$ cat config.mk
export PLATFORM = sky130hd
export DESIGN_NAME = stopwatch_controller
export DESIGN_NICKNAME = d
export VERILOG_FILES = /design/src/rtl/stopwatch_pkg.sv /design/src/rtl/tick_prescaler.sv /design/src/rtl/stopwatch_controller.sv
export SDC_FILE = /design/constraint.sdc
export NUM_CORES = 1
export LEC_CHECK = 0
export BUFFER_PORTS_ARGS = -buffer_cell sky130_fd_sc_hd__clkbuf_2
export CAP_MARGIN = 20
export CELL_PAD_IN_SITES_DETAIL_PLACEMENT = 0
export CELL_PAD_IN_SITES_GLOBAL_PLACEMENT = 1
export CORE_ASPECT_RATIO = 0.5
export CORE_MARGIN = 3
export CORE_UTILIZATION = 45
export DETAILED_ROUTE_END_ITERATION = 6
export GPL_TIMING_DRIVEN = 1
export PLACE_DENSITY = 0.86
export REMOVE_ABC_BUFFERS = 1
export SLEW_MARGIN = 20
export SYNTH_ARGS = -nofsm -noshare
export SYNTH_HDL_FRONTEND = slang
export SYNTH_HIERARCHICAL = 1
export SYNTH_SLANG_ARGS = --single-unit
$ cat constraint.sdc
create_clock -name clk -period 3.9 [get_ports clk]
set_clock_uncertainty 0.05 [all_clocks]
set_input_delay 1.17 -clock clk [delete_from_list [all_inputs] [get_ports clk]]
set_output_delay 1.17 -clock clk [all_outputs]
set_load 0.02 [all_outputs]
$ cat src/rtl/stopwatch_pkg.sv
// Shared types and helpers for the stopwatch controller.
// Digit values are BCD nibbles limited to 0..9.
package stopwatch_pkg;

  typedef enum logic [1:0] {
    IDLE  = 2'd0,
    RUN   = 2'd1,
    PAUSE = 2'd2
  } sw_state_t;

  typedef logic [3:0] digit_t;

  localparam digit_t BCD_MAX = 4'd9;

  // Next value of a single BCD digit, wrapping 9 -> 0.
  function automatic digit_t bcd_inc(input digit_t d);
    return (d == BCD_MAX) ? 4'd0 : digit_t'(d + 4'd1);
  endfunction

endpackage

$ cat src/rtl/tick_prescaler.sv
// Divides clk into a one-cycle count tick every TICK_DIV enabled cycles.
// The count holds while enable is low so a partial period resumes.
module tick_prescaler #(
  parameter int unsigned TICK_DIV = 50000
) (
  input  logic clk,
  input  logic reset,
  input  logic clr,
  input  logic enable,
  output logic tick
);

  localparam int unsigned CNT_W = $clog2(TICK_DIV);
  localparam logic [CNT_W-1:0] CNT_LAST = CNT_W'(TICK_DIV - 1);

  logic [CNT_W-1:0] count;

  assign tick = enable && (count == CNT_LAST);

  always_ff @(posedge clk) begin
    if (reset || clr) begin
      count <= '0;
    end else if (enable) begin
      count <= tick ? '0 : CNT_W'(count + CNT_W'(1));
    end
  end

endmodule

$ cat src/rtl/stopwatch_controller.sv
// Run/pause/lap sequencing for a chain of cascaded BCD digit counters,
// producing the packed BCD word for the seven-segment display path.
module stopwatch_controller
  import stopwatch_pkg::*;
#(
  parameter int unsigned TICK_DIV   = 50000,
  parameter int unsigned NUM_DIGITS = 4
) (
  input  logic                    clk,
  input  logic                    reset,
  input  logic                    start_stop,
  input  logic                    lap,
  input  logic                    clear,
  output logic [4*NUM_DIGITS-1:0] display_bcd,
  output logic                    running,
  output logic                    lap_active,
  output logic                    overflow
);

  sw_state_t state, next_state;
  logic      clr_all;
  logic      lap_capture;
  logic      lap_release;
  logic      tick;

  digit_t [NUM_DIGITS-1:0] digits;
  digit_t [NUM_DIGITS-1:0] lap_reg;
  digit_t                  digit_nxt [NUM_DIGITS];
  logic   [NUM_DIGITS:0]   all_nine;

  always_ff @(posedge clk) begin
    if (reset) begin
      state <= IDLE;
    end else begin
      state <= next_state;
    end
  end

  // Accepted clear wins over everything; start_stop wins over lap.
  always_comb begin
    next_state  = state;
    clr_all     = 1'b0;
    lap_capture = 1'b0;
    lap_release = 1'b0;
    if (clear && (state != RUN)) begin
      clr_all    = 1'b1;
      next_state = IDLE;
    end else if (start_stop) begin
      case (state)
        IDLE:    next_state = RUN;
        RUN:     next_state = PAUSE;
        PAUSE:   next_state = RUN;
        default: next_state = IDLE;
      endcase
    end else if (lap) begin
      if ((state == RUN) && !lap_active) begin
        lap_capture = 1'b1;
      end else if ((state != IDLE) && lap_active) begin
        lap_release = 1'b1;
      end
    end
  end

  tick_prescaler #(
    .TICK_DIV (TICK_DIV)
  ) u_prescaler (
    .clk    (clk),
    .reset  (reset),
    .clr    (clr_all),
    .enable (state == RUN),
    .tick   (tick)
  );

  // Look-ahead carry: a digit advances when every lower digit is at 9.
  assign all_nine[0] = 1'b1;
  for (genvar k = 0; k < int'(NUM_DIGITS); k++) begin : g_digit
    assign all_nine[k+1] = all_nine[k] && (digits[k] == BCD_MAX);
    assign digit_nxt[k]  = all_nine[k] ? bcd_inc(digits[k]) : digits[k];
  end

  always_ff @(posedge clk) begin
    if (reset || clr_all) begin
      digits <= '0;
    end else if (tick) begin
      for (int k = 0; k < int'(NUM_DIGITS); k++) begin
        digits[k] <= digit_nxt[k];
      end
    end
  end

  always_ff @(posedge clk) begin
    if (reset || clr_all) begin
      lap_reg    <= '0;
      lap_active <= 1'b0;
      overflow   <= 1'b0;
    end else begin
      if (lap_capture) begin
        lap_reg    <= digits;
        lap_active <= 1'b1;
      end else if (lap_release) begin
        lap_active <= 1'b0;
      end
      if (tick && all_nine[NUM_DIGITS]) begin
        overflow <= 1'b1;
      end
    end
  end

  assign display_bcd = lap_active ? lap_reg : digits;
  assign running     = (state == RUN);

endmodule

Yosys cells after proc, flatten, opt, wreduce, memory -nomap -nowiden
Index checks and enable logic that the tools add are counted.
{"block": "op_classes", "reduce_logical": 18, "n_eq_ne": 8, "n_mux": 19, "addsub": 5}
{"op": "2-to-1 mux 16 bit", "n": 2}
{"op": "adder 16 x 1 -> 16 bit (second input constant)", "n": 1}
{"op": "adder 4 x 1 -> 4 bit (second input constant)", "n": 4}
{"op": "== test 16 bit (second input constant)", "n": 1}
{"op": "== test 4 bit (second input constant)", "n": 4}
{"op": "2-to-1 mux 4 bit", "n": 4}
{"op": "2-to-1 mux 1 bit", "n": 12}
{"op": "logical AND 1 bit", "n": 8}
{"op": "AND reduction 2 bit", "n": 3}
{"op": "case mux 2 bit (2 select lines)", "n": 1}
{"op": "nonzero test 2 bit", "n": 2}
{"op": "OR reduction 2 bit", "n": 2}
{"op": "== test 2 x 1 -> 1 bit (second input constant)", "n": 1}
{"op": "== test 2 bit (second input constant)", "n": 1}
{"op": "zero test 2 bit", "n": 1}
{"op": "!= test 2 x 1 -> 1 bit (second input constant)", "n": 1}
{"op": "zero test 1 bit", "n": 1}
{"op": "logical OR 1 bit", "n": 1}
{"block": "word_totals", "reg_bits": 52, "in_bits": 5}

Longest topological paths before layout
Gate-level depths: netlist of run 1.
{"block": "depth", "depth_word": 9, "mapped_depth": 10}

Modules after synthesis
The synthesis of run 1 kept the hierarchy.
{"module": "stopwatch_controller", "area_each_um2": 1781.7, "instances": 1, "seq_area_each_um2": 720.7, "cells_per_inst": 183}
{"module": "tick_prescaler", "area_each_um2": 844.6, "instances": 1, "seq_area_each_um2": 320.3, "cells_per_inst": 86}

Worst setup path before layout of run 1
No wires, ideal clock.
{"block": "synth_timing", "kind": "register to output", "startpoint": "register lap_active", "endpoint": "output display_bcd[0]", "setup_slack_ns": 1.244, "required_time_ns": 2.680, "arrival_ns": 1.436, "n_path_buf": 2, "path_stages_with_launch": 4, "path_cell_list": "dfxtp_1 > buf_2 > buf_1 > mux2_2"}
{"block": "synth_via", "elab_chain_len": 1}
{"element": "start: declaration", "line_no": "stopwatch_controller.sv:16", "source": "output logic lap_active,"}
{"element": "start signal: assignment", "line_no": "stopwatch_controller.sv:94", "source": "lap_active <= 1'b0;"}
{"element": "start signal: assignment", "line_no": "stopwatch_controller.sv:99", "source": "lap_active <= 1'b1;"}
{"element": "start signal: assignment", "line_no": "stopwatch_controller.sv:101", "source": "lap_active <= 1'b0;"}
{"element": "2-to-1 mux 16 bit", "line_no": "stopwatch_controller.sv:109", "source": "assign display_bcd = lap_active ? lap_reg : digits;"}
{"element": "end: declaration", "line_no": "stopwatch_controller.sv:14", "source": "output logic [4*NUM_DIGITS-1:0] display_bcd,"}
Every way passes these cells.

Worst setup path after layout of run 1
{"block": "layout_timing", "startpoint": "register lap_active", "endpoint": "output display_bcd[1]"}
Same word-level chain as after synthesis.

==> results by group, run 1 <==
Synth
  – Register area share after synthesis: about 40%
  – Flops & latches, synth: between 50 and 60
  – Largest cells by area after synthesis: dfxtp_1 (40%), mux2i_1 (7.6%), mux2_2 (6.4%)
  – Library cells used by synthesis: between 40 and 50
  – Synth warn: 6
  – Adder-cell share of the synthesized area: 0.4764%
  – Most used flip-flop cell after synthesis: dfxtp_1
  – Area leader, netlist: dfxtp_1
  – Syn Inst Count: between 200 and 300
  – Synth Area in XOR/XNOR: between 7 and 8%
  – Largest family of logic cells by synthesized area: simple AND/OR/NAND/NOR gates
  – Compound-Gate Fraction of Synth Area: 4.335%
  – Mapped Area: between 2000 and 3000 um^2
  – Mux cell area share after synthesis: between 10% and 20%
  – Mean post-synth cell area: slightly below 10 um^2
  – Share of the synthesized area in the top cell type: 39.64%
  – Post-synth EDFFs: 0
  – Post-synth top cells: dfxtp_1 (52), nor2_1 (43), mux2i_1 (20)
  – Synth Area in Simple Gates: 29.73%
  – Count leader, synth: dfxtp_1
  – Ys async rst share: 0%

Place
  – HPWL after DPL: around 3100 um
  – Final Wtd Congestion: around 0.77
  – IO Port Bufs: 23

Setup path
  – Cell Chain, Critical Path: mux2_2 -> clkbuf_2
  – WP data required: approximately 2.7 ns
  – CP endpoint kind: primary output
  – Flop-to-flop setup slack: approximately 1.4 ns
  – CP startpoint kind: flop
  – Worst path bufs/invs: 1
  – CP startpoint: lap_active
  – Slowest CP cell: dfxtp_1
  – WP data arrival: between 1.5 and 2 ns
  – Worst Setup Path Type: flop to primary output
  – CP Capture Point: display_bcd[1]
  – Crit-path max FO: 21
  – Reg-to-reg startpoint: state[0]
  – Crit path max-delay family: flip-flops
  – R2R cell count: 8
  – Max stage delay on crit path: ~0.90 ns
  – FF-to-FF End: digits[14]
  – Crit. path cell count: 2

STA
  – Period Utilization, post-route: between 70% and 80%
  – Worst slew margin: 41.27%
  – Fin. Hold Viols: 0
  – Worst-Margin Slew: 0.8797 ns
  – Slew Limit Fails: 0
  – RSZ-0062 raised after global routing: no
  – Final setup viols: 0
  – Tmin final: approximately 3 ns
  – Hold slack final: ~0.44 ns
  – Fin Setup TNS: 0 ns
  – FMAX: about 330 MHz

Layout
  – Nets@finish: ~300
  – Area grow syn2layout: 10.72%
  – Ant diodes: 0
  – Number of fill cells in the layout: 500
  – Layout cell share with drive strength beyond 1: approximately a quarter

Clock tree
  – Post_cts resized: 0
  – Root buf cell: clkbuf_16
  – CTS Buffer Depth: 2
  – CTS clk-pin slew, worst paths: approximately 0.070 ns
  – CTS Buf Count: 5
  – Clock latency on the worst-skew pair: 0.29 ns
  – Hold Buf Count CTS: 0
  – Postcts setup bufs: 0
  – TritonCTS clock tree: yes
  – Htree depth: 2
  – TritonCTS Sinks: 52

Min path
  – Hold WC Path Type: flop to flop

Power
  – Overall power: 0.001074 W
  – LEAKAGE: 1.220 nW
  – Max rail drop VDD: between 0.15 and 0.2 mV
  – Power Dens Cells: 369.4 nW/um^2

Flow run
  – Max-Cap Viols: 0

Routing
  – Vias/cell: ~5.3
  – WL/cell: roughly 13 um
  – Final WL: between 4000 and 5000 um
  – DR vias: 1888
  – Starting DRT DRC Count: 81
  – DR pass1 iterations: 4
  – Post-route ant nets: 0
  – Drt drc: 0

GRT
  – Met2 Usage GRT: approximately a quarter
  – GRT Total Usage: 14.48%
  – First-pass GRT wire length: between 7000 and 8000 um
  – Antenna violations before repair: 0
  – GR Layer Usage met3: ~4.7%
  – Top Usage Layer GRT: met2
  – M1 GR Usage: between 10% and 20%
  – Vias in the first global route: approximately 1700
  – Largest net degree at the start of global routing: 36
  – Gr ovfl total: 0

Floorplanning
  – IO Count: 24
  – Die width: 114.0 um
  – Die Y-Extent: approximately 60 um
  – Rows: 18
  – Die Footprint: a little under 7000 um^2
  – Core area: 5270 um^2
  – Initial Util: about half

Outcome
  – Outcome: finished clean
[worst register-to-register path, delay by kind of cell, from the launching register on]
kind	cells	cell delay, ns
AOI/OAI and AO/OA	1	0.14
buffers and inverters	1	0.23
DFF	1	0.38
and+or+nand+nor	6	1.62
[worst min-delay path by stage]
stage / from / to / slack, ns / cells after the start
2_1_floorplan: lap_reg[0] / lap_reg[0] / 0.41 / 2
3_3_place_gp: lap_reg[5] / lap_reg[5] / 0.42 / 2
3_5_place_dp: overflow / overflow / 0.43 / 1
4_1_cts: overflow / overflow / 0.44 / 1
5_1_grt: overflow / overflow / 0.47 / 1
6_report: overflow / overflow / 0.44 / 1
[logic make-up (layout without fill, tap and decap cells)]
kind of cell | Yosys count | count (layout)
simple gates | 122 | 122
buf+inv | 16 | 35
compound gates | 20 | 20
mux | 35 | 35
xor+xnor | 23 | 23
fa+ha+maj | 1 | 1
flops | 52 | 52
[layout make-up]
cell class	count	area, um^2	share of cell area, %
multi-input cells	201	1478	50.82
inverters	3	11.26	0.3873
clock buffers	5	125.1	4.303
flip-flops and latches	52	1041	35.80
repair buffers	24	122.6	4.217
clock inverters	3	42.54	1.463
well taps	70	87.58	3.012
[stage by stage]
step / worst slack [ns] / area [um^2] / cells / utilization, %
2_1_floorplan: 1.413 / 2530 / 256 / -
3_3_place_gp: 1.257 / 2740 / 350 / 51.99
3_5_place_dp: 1.229 / 2740 / 350 / 51.99
4_1_cts: 0.9059 / 2908 / 358 / 55.18
5_1_grt: 0.8045 / 2908 / 358 / 55.18
6_report: 0.9100 / 2908 / 358 / 55.18
[placed cells by master, fill, tap and decap left out, types with 2 or more instances in the layout]
cell / n
dfxtp_1: 52
nor2_1: 43
clkbuf_2: 23
mux2i_1: 20
mux2_2: 15
xor2_1: 13
nand2_1: 10
xnor2_1: 10
a21oi_1: 9
nand3_1: 9
nor2b_1: 8
nand4_1: 7
o21ai_0: 6
clkbuf_16: 5
nor4_2: 4
inv_1: 3
nor3b_1: 3
nand4_4: 3
nor3_1: 3
or3_1: 3
nor2_2: 3
nand3b_1: 2
and2b_2: 2
and3b_1: 2
a31oi_1: 2
nand2b_1: 2
and4_1: 2
nor4b_2: 2
[routing by layer]
metal / vias to the layer above / part of all wire, %
li1: 978 / -
met5: - / 0
met2: 20 / 45
met3: 8 / 2.8
met1: 882 / 51
met4: 0 / 1.2
[power by group]
group	leakage [nW]	switching, W	internal, W	total, W
logic	0.722	0.0000230	0.0000150	0.0000380
clock network	0.0798	0.000194	0.000302	0.000496
registers	0.419	0.00000721	0.000533	0.000540
total	1.22	0.000225	0.000849	0.00107
Note: power is estimated with default switching activity, not from simulation.
==> run 2, diff against run 1 <==
--- a/config.mk
+++ b/config.mk
@@ -5,16 +5,17 @@
 export SDC_FILE = /design/constraint.sdc
 export NUM_CORES = 1
 export LEC_CHECK = 0
+export ABC_AREA = 1
 export BUFFER_PORTS_ARGS = -buffer_cell sky130_fd_sc_hd__clkbuf_2
 export CAP_MARGIN = 20
 export CELL_PAD_IN_SITES_DETAIL_PLACEMENT = 0
 export CELL_PAD_IN_SITES_GLOBAL_PLACEMENT = 1
 export CORE_ASPECT_RATIO = 0.5
 export CORE_MARGIN = 3
-export CORE_UTILIZATION = 45
+export CORE_UTILIZATION = 38
 export DETAILED_ROUTE_END_ITERATION = 6
 export GPL_TIMING_DRIVEN = 1
-export PLACE_DENSITY = 0.86
+export PLACE_DENSITY = 0.83
 export REMOVE_ABC_BUFFERS = 1
 export SLEW_MARGIN = 20
 export SYNTH_ARGS = -nofsm -noshare
==> constraint.sdc (replaced) <==
create_clock -name clk -period 2.7 [get_ports clk]
set_clock_uncertainty 0.05 [all_clocks]
set_input_delay 0.81 -clock clk [delete_from_list [all_inputs] [get_ports clk]]
set_output_delay 0.81 -clock clk [all_outputs]
set_load 0.02 [all_outputs]
==> results by group, run 2 <==
Place
  – HPWL after DPL: 4021 um
  – Final Wtd Congestion: about 0.82
  – Place WS: a little over 0.5 ns
  – IO Port Bufs: 23

Setup path
  – WP data arrival: about 2.4 ns
  – CP startpoint kind: flop
  – FF-to-FF End: digits[13]
  – Reg-to-reg startpoint: u_prescaler/count[0]
  – Flop-to-flop setup slack: approximately 0.45 ns
  – Worst Setup Path Type: flop to flop
  – Crit-path max FO: 6
  – CP endpoint kind: flop
  – R2R cell count: 12
  – WP data required: about 2.9 ns

Synth
  – Flops & latches, synth: between 50 and 60
  – Area leader, netlist: dfxtp_1
  – Synth warn: 6
  – Mapped Area: around 2600 um^2
  – Post-synth top cells: nand2_1 (72), inv_1 (55), nor2_1 (54)
  – Mean post-synth cell area: about 6.7 um^2
  – Post-synth EDFFs: 0
  – Share of the synthesized area in the top cell type: between 40% and 50%
  – Register area share after synthesis: approximately 40%
  – Ys async rst share: 0%
  – Count leader, synth: nand2_1
  – Syn Inst Count: between 300 and 400
  – Library cells used by synthesis: 27
  – Most used flip-flop cell after synthesis: dfxtp_1
  – Largest cells by area after synthesis: dfxtp_1 (41%), nand2_1 (11%), inv_1 (8.1%)

Layout
  – Area grow syn2layout: 14.38%
  – Layout cell share with drive strength beyond 1: between 10% and 20%
  – Nets@finish: slightly above 400
  – Commonest non-fill, non-tap cell in the layout: nand2_1
  – Ant diodes: 0
  – Most frequent cells in the layout: nand2_1 (72), inv_1 (55), nor2_1 (54)

Power
  – Overall power: approximately 0.0016 W
  – Switching pwr: approximately 0.00033 W
  – Switching Share: a little over a fifth
  – Combinational power share: a little under 4%
  – Int Pwr: 0.001226 W
  – Max rail drop VDD: approximately 0.22 mV
  – LEAKAGE: 1.053 nW
  – Clock share of power: 46.4%
  – Sequential Power Share: 49.7%
  – Power Dens Cells: between 500 and 600 nW/um^2

Routing
  – Post-route ant nets: 0
  – WL/cell: ~11 um
  – Final WL: 5432 um
  – DR vias: 2335
  – Vias/cell: between 4 and 5
  – Drt drc: 0
  – DR pass1 iterations: 4
  – Starting DRT DRC Count: 162

STA
  – Slew Limit Fails: 0
  – RSZ-0062 raised after global routing: no
  – Tmin final: around 2.2 ns
  – Fin Setup TNS: 0 ns
  – Fin. Hold Viols: 0
  – FMAX: roughly 450 MHz
  – Period Utilization, post-route: 83.21%
  – Final setup margin: around 0.45 ns
  – Worst-Margin Slew: around 0.50 ns
  – Worst slew margin: around two thirds
  – Final setup viols: 0

Clock tree
  – Htree depth: 2
  – Root buf cell: clkbuf_16
  – Post_cts resized: 0
  – Clock latency on the worst-skew pair: 0.29 ns
  – Postcts setup bufs: 0
  – TritonCTS clock tree: yes
  – TritonCTS Sinks: 52
  – Hold Buf Count CTS: 0
  – CTS clk-pin slew, worst paths: about 0.070 ns
  – CTS Buf Count: 5
  – CTS Buffer Depth: 2

GRT
  – Gr ovfl total: 0
  – Vias in the first global route: 2180
  – Antenna violations before repair: 0
  – First-pass GRT wire length: about 9400 um
  – GRT Total Usage: between 10% and 20%
  – Largest net degree at the start of global routing: 34

Outcome
  – Outcome: finished clean

Flow run
  – Max-Cap Viols: 0

Floorplanning
  – Rows: 20
  – IO Count: 24
  – Die Y-Extent: about 64 um
  – Die Footprint: 7811 um^2
  – Die width: 122.0 um
  – Initial Util: 40.72%
  – Core area: 6281 um^2

Min path
  – Hold WC Path Type: flop to flop
  – Hold Startpoint: lap_reg[9]
  – Hold path cells: 2
  – Hold Path Sink: lap_reg[9]
==> run 2: cell types whose count changed in the layout (fill, tap and decap cells not counted), moves of 15 or more <==
cell	delta
mux2_2	-15
o21ai_0	+34
mux2i_1	-20
nand2_1	+62
inv_1	+52
a21oi_1	+20
==> run 2: metrics by stage <==
stage / util [%] / instance area (um^2) / hold WS (ns) / instances
final: 46.57 / 2925 / 0.3939 / 494
after floorplan: - / 2502 / 0.3735 / 371
after global placement: 43.90 / 2758 / 0.3801 / 486
after detailed placement: 43.90 / 2758 / 0.3852 / 486
after CTS: 46.57 / 2925 / 0.3961 / 494
after global routing: 46.57 / 2925 / 0.4130 / 494
==> run 2: area by class of cell <==
type	count	area (um^2)
fillers	636	3356
inverters	58	217.7
well taps	88	110.1
clock buffers	5	125.1
multi-input cells	261	1244
flip-flops and latches	52	1041
clock inverters	3	42.54
repair buffers	27	145.1
==> run 2: routing by layer <==
layer	global-route usage (%)	share of wire, %
met5	0	0
met4	5.726	0.94
met3	4.244	3.2
met2	25.21	46
met1	18.10	50
==> run 2: worst max path at each step <==
stage	startpoint	endpoint	slack [ns]
after global routing	u_prescaler/count[0]	digits[13]	0.22
after detailed placement	u_prescaler/count[0]	digits[13]	0.52
after floorplan	lap_active	display_bcd[10]	0.52
after global placement	state[1]	digits[13]	0.62
final	u_prescaler/count[0]	digits[13]	0.45
after CTS	u_prescaler/count[0]	digits[13]	0.50
==> run 2: power groups by stage <==
stage | Combinational, W | Clock [W] | Sequential (W)
2_1_floorplan | 0.0000402 | 0 | 0.000792
3_3_place_gp | 0.0000603 | 0 | 0.000792
3_5_place_dp | 0.0000619 | 0 | 0.000792
4_1_cts | 0.0000620 | 0.000744 | 0.000774
5_1_grt | 0.0000705 | 0.000771 | 0.000774
6_report | 0.0000612 | 0.000722 | 0.000774
==> run 2: cells by family after synthesis <==
| logic type | share of synthesized area, % |
|---|---|
| AO/OA/AOI/OAI | 13.94 |
| XOR/XNOR | 2.397 |
| adder cells (fa/ha/maj) | 0.4892 |
| buffers and inverters | 10.67 |
| flip-flops | 40.70 |
| AND/OR/NAND/NOR | 31.80 |
==> run 2: worst max-delay path, cell delays in order, from the launching register on <==
cell     delay (ns)
dfxtp_1        0.38
ha_1           0.23
nand2_1        0.10
inv_1          0.06
nand4_1        0.07
nor4_1         0.39
nand3_1        0.23
nor2_4         0.19
nand3_2        0.14
nand2_1        0.12
nand2_1        0.08
nand2_1        0.06
nand2_1        0.04
